**src/rtl/mem_resp_ctrl_pkg.sv**
```systemverilog
// ----------------------------------------------------------------------------
// mem_resp_pkg
// Shared definitions for the memory responder: FSM state type and the
// wait-counter width.
// Ports: none (package).
// ----------------------------------------------------------------------------
package mem_resp_pkg;

    typedef enum logic [1:0] {
        IDLE   = 2'd0,
        WAIT   = 2'd1,
        ACCESS = 2'd2,
        RESP   = 2'd3
    } state_t;

    localparam int unsigned CNT_W = 4;

endpackage

```
**src/rtl/mem_resp_ctrl_if.sv**
```systemverilog
// ----------------------------------------------------------------------------
// mem_resp_ctrl_if
// Request/response handshake bundle between the core (master) and the
// memory responder (slave).
// Signals:
//   req_valid/req_ready     request handshake
//   req_we/addr/wdata       request payload (store when req_we=1)
//   resp_valid/resp_ready   response handshake
//   resp_rdata/resp_err     response payload
// ----------------------------------------------------------------------------
interface mem_resp_ctrl_if #(
    parameter int unsigned ADDR_W = 32
);
    logic              req_valid;
    logic              req_ready;
    logic              req_we;
    logic [ADDR_W-1:0] req_addr;
    logic [31:0]       req_wdata;
    logic              resp_valid;
    logic              resp_ready;
    logic [31:0]       resp_rdata;
    logic              resp_err;

    modport master (
        output req_valid, req_we, req_addr, req_wdata, resp_ready,
        input  req_ready, resp_valid, resp_rdata, resp_err
    );

    modport slave (
        input  req_valid, req_we, req_addr, req_wdata, resp_ready,
        output req_ready, resp_valid, resp_rdata, resp_err
    );
endinterface

```
**src/rtl/mem_resp_ctrl_array.sv**
```systemverilog
// ----------------------------------------------------------------------------
// mem_resp_array
// DEPTH x 32 word storage, synchronous write and synchronous registered read
// sharing one word index. Contents are not reset.
// Ports:
//   i_clk    clock
//   i_we     write enable (writes i_wdata to word i_idx)
//   i_re     read enable  (registers word i_idx into o_rdata)
//   i_idx    word index
//   i_wdata  write data
//   o_rdata  registered read data
// ----------------------------------------------------------------------------
module mem_resp_array #(
    parameter int unsigned DEPTH = 64,
    parameter int unsigned IDX_W = 6
) (
    input  logic             i_clk,
    input  logic             i_we,
    input  logic             i_re,
    input  logic [IDX_W-1:0] i_idx,
    input  logic [31:0]      i_wdata,
    output logic [31:0]      o_rdata
);
    logic [31:0] r_mem [DEPTH];
    logic [31:0] r_rdata;

    always_ff @(posedge i_clk) begin
        if (i_we) begin
            r_mem[i_idx] <= i_wdata;
        end
        if (i_re) begin
            r_rdata <= r_mem[i_idx];
        end
    end

    assign o_rdata = r_rdata;
endmodule

```
**src/rtl/mem_resp_ctrl.sv**
```systemverilog
// ----------------------------------------------------------------------------
// mem_resp_ctrl
// Memory-side responder: accepts one load/store request at a time, inserts
// RD_WAIT/WR_WAIT wait states, accesses the word array and returns a response.
// Ports:
//   clk      clock, rising edge
//   reset_n  asynchronous active-low reset
//   bus      request/response handshake (slave side)
// ----------------------------------------------------------------------------
module mem_resp_ctrl
    import mem_resp_pkg::*;
#(
    parameter int unsigned ADDR_W  = 32,
    parameter int unsigned DEPTH   = 64,
    parameter int unsigned RD_WAIT = 2,
    parameter int unsigned WR_WAIT = 1
) (
    input  logic           clk,
    input  logic           reset_n,
    mem_resp_ctrl_if.slave bus
);
    localparam int unsigned IDX_W = $clog2(DEPTH);

    state_t            r_state;
    logic [CNT_W-1:0]  r_cnt;
    logic              r_we;
    logic [ADDR_W-1:0] r_addr;
    logic [31:0]       r_wdata;
    logic              r_req_ready;
    logic              r_resp_valid;
    logic [31:0]       r_resp_rdata;
    logic              r_resp_err;

    logic              w_err;
    logic              w_arr_we;
    logic              w_arr_re;
    logic [IDX_W-1:0]  w_idx;
    logic [31:0]       w_arr_rdata;
    logic [CNT_W-1:0]  w_load_cnt;

    // DEPTH is a power of two, so "word index >= DEPTH" is any set bit above the index field
    assign w_idx      = r_addr[2 +: IDX_W];
    assign w_err      = (r_addr[1:0] != 2'b00) | (|r_addr[ADDR_W-1:2+IDX_W]);
    assign w_arr_we   = (r_state == ACCESS) &  r_we & ~w_err;
    assign w_arr_re   = (r_state == ACCESS) & ~r_we & ~w_err;
    assign w_load_cnt = bus.req_we ? CNT_W'(WR_WAIT) : CNT_W'(RD_WAIT);

    mem_resp_array #(
        .DEPTH (DEPTH),
        .IDX_W (IDX_W)
    ) u_array (
        .i_clk   (clk),
        .i_we    (w_arr_we),
        .i_re    (w_arr_re),
        .i_idx   (w_idx),
        .i_wdata (r_wdata),
        .o_rdata (w_arr_rdata)
    );

    always_ff @(posedge clk or negedge reset_n) begin
        if (!reset_n) begin
            r_state      <= IDLE;
            r_cnt        <= '0;
            r_we         <= 1'b0;
            r_addr       <= '0;
            r_wdata      <= '0;
            r_req_ready  <= 1'b1;
            r_resp_valid <= 1'b0;
            r_resp_rdata <= '0;
            r_resp_err   <= 1'b0;
        end else begin
            case (r_state)
                IDLE: begin
                    if (bus.req_valid) begin
                        r_we        <= bus.req_we;
                        r_addr      <= bus.req_addr;
                        r_wdata     <= bus.req_wdata;
                        r_cnt       <= w_load_cnt;
                        r_req_ready <= 1'b0;
                        r_state     <= (w_load_cnt != '0) ? WAIT : ACCESS;
                    end
                end
                WAIT: begin
                    r_cnt <= r_cnt - CNT_W'(1);
                    if (r_cnt == CNT_W'(1)) begin
                        r_state <= ACCESS;
                    end
                end
                ACCESS: begin
                    r_state <= RESP;
                end
                RESP: begin
                    // First RESP cycle waits for the array's registered read data,
                    // then the response registers are loaded and held until handshake.
                    if (!r_resp_valid) begin
                        r_resp_valid <= 1'b1;
                        r_resp_err   <= w_err;
                        r_resp_rdata <= (r_we | w_err) ? '0 : w_arr_rdata;
                    end else if (bus.resp_ready) begin
                        r_resp_valid <= 1'b0;
                        r_req_ready  <= 1'b1;
                        r_state      <= IDLE;
                    end
                end
                default: r_state <= IDLE;
            endcase
        end
    end

    assign bus.req_ready  = r_req_ready;
    assign bus.resp_valid = r_resp_valid;
    assign bus.resp_rdata = r_resp_rdata;
    assign bus.resp_err   = r_resp_err;
endmodule
```
**src/flat_wrapper.sv**
```systemverilog
// flat-port wrapper written by rule: the top's interface ports become plain ports
module mem_resp_ctrl_flat import mem_resp_pkg::*;
#(
    parameter int unsigned ADDR_W  = 32,
    parameter int unsigned DEPTH   = 64,
    parameter int unsigned RD_WAIT = 2,
    parameter int unsigned WR_WAIT = 1
)
  (clk, reset_n, bus_req_valid, bus_req_we, bus_req_addr, bus_req_wdata, bus_resp_ready, bus_req_ready, bus_resp_valid, bus_resp_rdata, bus_resp_err);
  mem_resp_ctrl_if #(.ADDR_W(ADDR_W)) bus_i ();
  input  logic clk;
  input  logic reset_n;
  input wire logic [$bits(bus_i.req_valid)-1:0] bus_req_valid;
  input wire logic [$bits(bus_i.req_we)-1:0] bus_req_we;
  input wire logic [$bits(bus_i.req_addr)-1:0] bus_req_addr;
  input wire logic [$bits(bus_i.req_wdata)-1:0] bus_req_wdata;
  input wire logic [$bits(bus_i.resp_ready)-1:0] bus_resp_ready;
  output wire logic [$bits(bus_i.req_ready)-1:0] bus_req_ready;
  output wire logic [$bits(bus_i.resp_valid)-1:0] bus_resp_valid;
  output wire logic [$bits(bus_i.resp_rdata)-1:0] bus_resp_rdata;
  output wire logic [$bits(bus_i.resp_err)-1:0] bus_resp_err;
  assign bus_i.req_valid = bus_req_valid;
  assign bus_i.req_we = bus_req_we;
  assign bus_i.req_addr = bus_req_addr;
  assign bus_i.req_wdata = bus_req_wdata;
  assign bus_i.resp_ready = bus_resp_ready;
  assign bus_req_ready = bus_i.req_ready;
  assign bus_resp_valid = bus_i.resp_valid;
  assign bus_resp_rdata = bus_i.resp_rdata;
  assign bus_resp_err = bus_i.resp_err;
  mem_resp_ctrl #(.ADDR_W(ADDR_W), .DEPTH(DEPTH), .RD_WAIT(RD_WAIT), .WR_WAIT(WR_WAIT)) u_core (.clk(clk), .reset_n(reset_n), .bus(bus_i));
endmodule
```
**config.mk**
```make
export PLATFORM = sky130hd
export DESIGN_NAME = mem_resp_ctrl_flat
export DESIGN_NICKNAME = d
export VERILOG_FILES = /design/src/rtl/mem_resp_ctrl_pkg.sv /design/src/rtl/mem_resp_ctrl_if.sv /design/src/rtl/mem_resp_ctrl_array.sv /design/src/rtl/mem_resp_ctrl.sv /design/src/flat_wrapper.sv
export SDC_FILE = /design/constraint.sdc
export NUM_CORES = 2
export LEC_CHECK = 0
export CAP_MARGIN = 20
export CORE_ASPECT_RATIO = 1.2
export CORE_MARGIN = 5
export CORE_UTILIZATION = 40
export CTS_CLUSTER_SIZE = 10
export DETAILED_ROUTE_END_ITERATION = 8
export PLACE_DENSITY = 0.55
export SYNTH_ARGS = -nofsm -noshare
export SYNTH_HDL_FRONTEND = slang
export SYNTH_SLANG_ARGS = --single-unit
```
**constraint.sdc**
```tcl
create_clock -name clk -period 5.66 [get_ports clk]
set_input_delay 1.415 -clock clk [delete_from_list [all_inputs] [get_ports clk]]
set_output_delay 1.415 -clock clk [all_outputs]
set_load 0.02 [all_outputs]
```
-- Word-level counts from Yosys, hierarchy flattened
Memories as Yosys holds them, arrays and structs flattened. A register that Yosys moved wholly into a read port is not among the register bits.
Cells that the tools add are included.
- register bits: 106
- latch bits: 0
- bits in writable memories: 2048
- bits in read-only memories: 0
- output and inout port bits: 35
- logic and storage cells: 57
- memories: 1
- memories (memory ; depth ; bits a word ; read ports ; clocked after memory_dff ; wr ports ; RTL line ; text):
    u_core.u_array.r_mem ; 64 ; 32 ; 1 ; 1 ; 1 ; mem_resp_ctrl_array.sv:24 ; logic [31:0] r_mem [DEPTH];
- add/sub/neg operators: 1
- multiply operators: 0
- divide/modulo/power cells: 0
- order comparisons: 0
- equality and inequality tests: 8
- shift-type cells: 0
- muxes and demuxes: 18
- bitwise gates (word level): 9
- reduce and logical (&&, ||, !) cells: 11
- operator list (cell ; number):
    32-bit 2-to-1 mux ; 1
    24-bit OR reduction ; 1
    2-bit 2-to-1 mux ; 6
    2-bit one-hot mux with 4 select lines ; 1
    4-bit one-hot mux with 2 select lines ; 1
    4-bit AND reduction ; 2
    1-bit 2-to-1 mux ; 7
    2-bit AND reduction ; 3
    2-bit nonzero test ; 3
    1-bit AND ; 4
    2-bit equality test, second input constant ; 2
    4-bit by 1-bit equality test with 1-bit output, second input constant ; 1
    4-bit 2-to-1 mux ; 1
    2-bit by 1-bit != test with 1-bit output, second input constant ; 2
    2-bit != test, second input constant ; 2
    4-bit nonzero test ; 1
    4-bit by 1-bit subtractor with 4-bit output, second input constant ; 1
    1-bit NOT ; 3
    2-bit by 1-bit equality test with 1-bit output, second input constant ; 1
    2-bit logical NOT ; 1
    1-bit bitwise OR ; 2
    1-bit one-hot mux with 2 select lines ; 1

-- Longest topological paths before layout
- depth in word-level cells: 6
- depth in mapped cells: 11
- gate-level depth less buffers: 6

-- Cells and area by module
From an unflattened synthesis, not the netlist that was laid out.
- cells, all modules: 4596
- area, all modules: 84060.6 µm²
- by module, submodules not included (module ; times used ; cells an instance ; area an instance (µm²)):
    mem_resp_array ; 1 ; 4239 ; 79248.5
    mem_resp_ctrl ; 1 ; 357 ; 4812.1

-- Least setup slack after synthesis
OpenSTA, ideal clock, no wires.
- path type: reg-to-reg
- start: register u_core.r_addr[13]
- end: register u_core.u_array.r_rdata[0], in the netlist u_core.u_array.o_rdata[0] (read register of u_core.u_array.r_mem) (enable)
- library setup time: 0.513 ns
- arrival: 4.190 ns
- required time: 5.147 ns
- setup slack: 0.958 ns
- stages on the path, launching flop included: 4
- path through: dfrtp_1 > nor4_1 > nand4_1 > nor4b_1
- word-level cells in the longest chain between the ends: 4
- RTL lines (element ; RTL line ; text):
    from (decl) ; mem_resp_ctrl.sv:27 ; logic [ADDR_W-1:0] r_addr;
    from (signal assigned) ; mem_resp_ctrl.sv:76 ; r_addr <= bus.req_addr;
    24-bit OR reduction ; mem_resp_ctrl.sv:43 ; assign w_err = (r_addr[1:0] != 2'b00) | (|r_addr[ADDR_W-1:2+IDX_W]);
    1-bit bitwise OR ; mem_resp_ctrl.sv:43 ;
    1-bit NOT ; mem_resp_ctrl.sv:45 ; assign w_arr_re = (r_state == ACCESS) & ~r_we & ~w_err;
    1-bit AND ; mem_resp_ctrl.sv:45 ;
    net u_core.u_array.i_re ; mem_resp_ctrl_array.sv:19 ; input logic i_re,
    to (decl) ; mem_resp_ctrl_array.sv:25 ; logic [31:0] r_rdata;
The timed path passes the listed nets, and every way through them passes these cells.
A chain may end at the register's enable or synchronous reset.

==> flow_summary.toml <==
[outcome]
status = "completed"

[setup_path]
cp.arrival_ns = 4.86
critPathLaunchType = "register"
cp-endpoint = "u_core.u_array.o_rdata[7]$_DFFE_PP_"
path_class = "reg -> reg"
cp_max_fo = 43
crit_path_end_kind = "register"
worst_r2r_endpoint = "u_core.u_array.o_rdata[7]$_DFFE_PP_"
setup.worst_path.start = "u_core.r_addr[4]$_DFFE_PN0P_"
r2r_slack_ns = 1.37
ff2ff_path_depth = 7
reg2reg_from = "u_core.r_addr[4]$_DFFE_PN0P_"
required_ns = 6.24

[logic_synthesis]
synth_nets = 4812
ys_warn_count = 0
netlist.area_leader.share_pct = 75.4
ys_async_sr_fraction_pct = 4.85
synth.avg_cell_area_um2 = 17.5
synth_ff_type = "edfxtp_1"
synth_edf_count = 2080
yosysSeqAreaShare_pct = 78.6
yosys-top-cells-count = "edfxtp_1, a221oi_1, nor2_1"
yosysMostFrequentCell = "edfxtp_1"
ys_types = 67
synth_cells = 4737
ys_ff_latch = 2186
synth_top_area_cell = "edfxtp_1"
synthTopCellsByArea = "edfxtp_1, a221oi_1, dfrtp_1"
synth_area_um2 = 82800

[detailed_routing]
drt_pass1_iterations = 5
wire_per_inst_um = 34.0
drc = 0
drt_iter0_drc = 5738
wirelength_mm = 268
ant_nets = 0
vias = 48400
avgViaCountPerCell = 6.14

[floorplanning]
rows = 183
ios = 104
start_util_pct = 40.1
die_h_um = 508
fp.dieW_um = 425
coreArea_um2 = 207000
die_area_um2 = 216000

[cells_and_area]
regArea_um2 = 65200
multi_input_area_um2 = 16500
layout-drive-gt1-share_pct = 15.9
layout.nets = 5047
fillers = 17700
syn2layout_area_growth_pct = 14.8

[cts]
cts.clk_slew.worst_paths_ns = 0.06
numClockSinks = 2186
htree_levels = 4
cts_buffers = 237
clockRootBuffer = "clkbuf_16"
clock_latency_ns = 0.88
cts_tree = "done"
cts_buffer_depth = 3
cts_setup_buffers = 0
cts_hold_buffers = 0
cts_resized = 0

[placed_design]
io_buffers = 103
place_congestion = 0.881
hpwl_mm = 164

[global_routing]
antenna_found_initial = 7
grt_pass1_vias = 47700
overflow = 0
track_usage_pct = 24.2
grt_max_degree = 74
grt_first_pass_wirelength_mm = 373

[sta]
grt_setup_unrepaired = "false"
drv_slew = 0
fin_worst_skew_ns = 0.0341
tightest_slew_ns = 1.17
max_freq_mhz = 233
fin_crit_ns = 4.29
slew_headroom_pct = 22.0
setup_viol_count_final = 0
hold_viol_final = 0
fin_tns_setup_ns = 0
period_share_pct = 75.7

[power_and_ir_drop]
swShare_pct = 36.7
p_int_mw = 32.9
power_density_nw_per_um2 = 546
pwr-share-seq_pct = 40.7
irDropWorstVdd_mv = 0.392
finalPower_mw = 51.9
p_leak_nw = 29.8
comb_power_share_pct = 32.8
power_switching_mw = 19.1
p_clk_share_pct = 26.5

[min_path]
holdCritPathClass = "reg -> reg"

[run]
max_cap_viol_count = 0
-- power groups by stage --
| stage | Sequential, mW | Clock [mW] | Combinational (mW) |
|---|---|---|---|
| CTS | 21.1 | 13.9 | 17.0 |
| detailed placement | 21.5 | 0 | 17.0 |
| floorplan | 22.0 | 0 | 8.46 |
| global route | 21.2 | 14.6 | 17.8 |
| global placement | 21.4 | 0 | 16.8 |
| finish | 21.2 | 13.7 | 17.0 |
-- final cells by class --
| cell class | instances | area share, % |
|---|---|---|
| Clock buffer | 356 | 6.77 |
| Tap cell | 2775 | 3.65 |
| Sequential cell | 2186 | 68.5 |
| Timing Repair Buffer | 358 | 3.39 |
| Clock inverter | 13 | 0.189 |
| Antenna cell | 4 | 0.0105 |
| Multi-Input combinational cell | 2180 | 17.4 |
| Inverter | 9 | 0.0487 |
-- metrics by stage --
step	hold slack, ns	cells	setup WS, ns	instance area (µm²)	util (%)
5_1_grt	0.478	7878	1.39	95100	46.0
4_1_cts	0.447	7877	1.42	95100	46.0
2_1_floorplan	0.443	4737	0.958	82800	-
3_3_place_gp	0.450	7504	1.37	88400	42.8
6_report	0.463	7881	1.37	95100	46.0
3_5_place_dp	0.451	7508	1.43	88500	42.8
-- worst min-delay path by stage --
| stage | slack [ns] | start | end | cells past startpoint |
|---|---|---|---|---|
| floorplan | 0.44 | u_core.u_array.o_rdata[0]$_DFFE_PP_ | u_core.bus.resp_rdata[0]$_DFFE_PN0N_ | 1 |
| global placement | 0.45 | u_core.u_array.o_rdata[20]$_DFFE_PP_ | u_core.bus.resp_rdata[20]$_DFFE_PN0N_ | 1 |
| detailed placement | 0.45 | u_core.u_array.o_rdata[22]$_DFFE_PP_ | u_core.bus.resp_rdata[22]$_DFFE_PN0N_ | 1 |
| CTS | 0.45 | reset_n | u_core.bus.resp_rdata[17]$_DFFE_PN0N_ | 1 |
| global route | 0.48 | u_core.u_array.o_rdata[12]$_DFFE_PP_ | u_core.bus.resp_rdata[12]$_DFFE_PN0N_ | 1 |
| finish | 0.46 | u_core.u_array.o_rdata[22]$_DFFE_PP_ | u_core.bus.resp_rdata[22]$_DFFE_PN0N_ | 1 |
-- layer usage --
metal  routed length [µm]  part of all wire [%]  vias to the layer above  track usage (%)
li1                     -                     -                    20100                -
met1               100000                    37                    25300             30.3
met2               132000                    49                     2513             40.8
met3                18500                   6.9                      576             3.36
met4                17400                   6.5                        4             13.7
met5                   25                0.0093                        -                0
-- worst max-delay path, stage by stage, from the launching register on --
cell and delay [ns]:
dfrtp_4 0.74, and2_4 0.55, buf_4 0.42, a221oi_1 0.31, nor2_1 0.06, o21ai_0 0.86
nand2_1 0.25, or4_1 0.57
-- layout by cell type, fill, tap and decap left out, types with 21 or more instances in the layout --
cell and count:
edfxtp_1 2080, a221oi_1 501, nor2_1 276, clkbuf_16 239
buf_4 234, a22oi_1 205, o21ai_0 168, mux2_2 127
a21oi_1 119, mux2i_1 117, clkbuf_1 115, clkdlybuf4s50_1 102
nand2_1 82, o22ai_1 77, a22o_1 71, dfrtp_1 70
nor2_4 66, o21ai_1 44, mux4_2 42, dfrtp_2 30
nor3_1 29, nand4_1 28, a221o_1 26, nand3_1 21
-- sequential cells by signal, summed over array words and instances (netlist names) --
signal / count
u_core.bus.resp_valid: 1
u_core.u_array.o_rdata: 32
u_core.r_we: 1
u_core.u_array.r_mem: 2048
u_core.bus.req_ready: 1
u_core.r_state: 2
u_core.bus.resp_err: 1
u_core.bus.resp_rdata: 32
u_core.r_cnt: 4
u_core.r_wdata: 32
u_core.r_addr: 32
-- cell families after synthesis --
logic type,count (synthesis),synth area share (%)
flip-flops,2186,78.6
AO/OA/AOI/OAI,1282,11.6
AND/OR/NAND/NOR,594,3.18
buffers and inverters,371,2.08
multiplexers,298,4.45
adder cells (fa/ha/maj),6,0.0907
No activity file was read; power rests on OpenSTA's default activity.
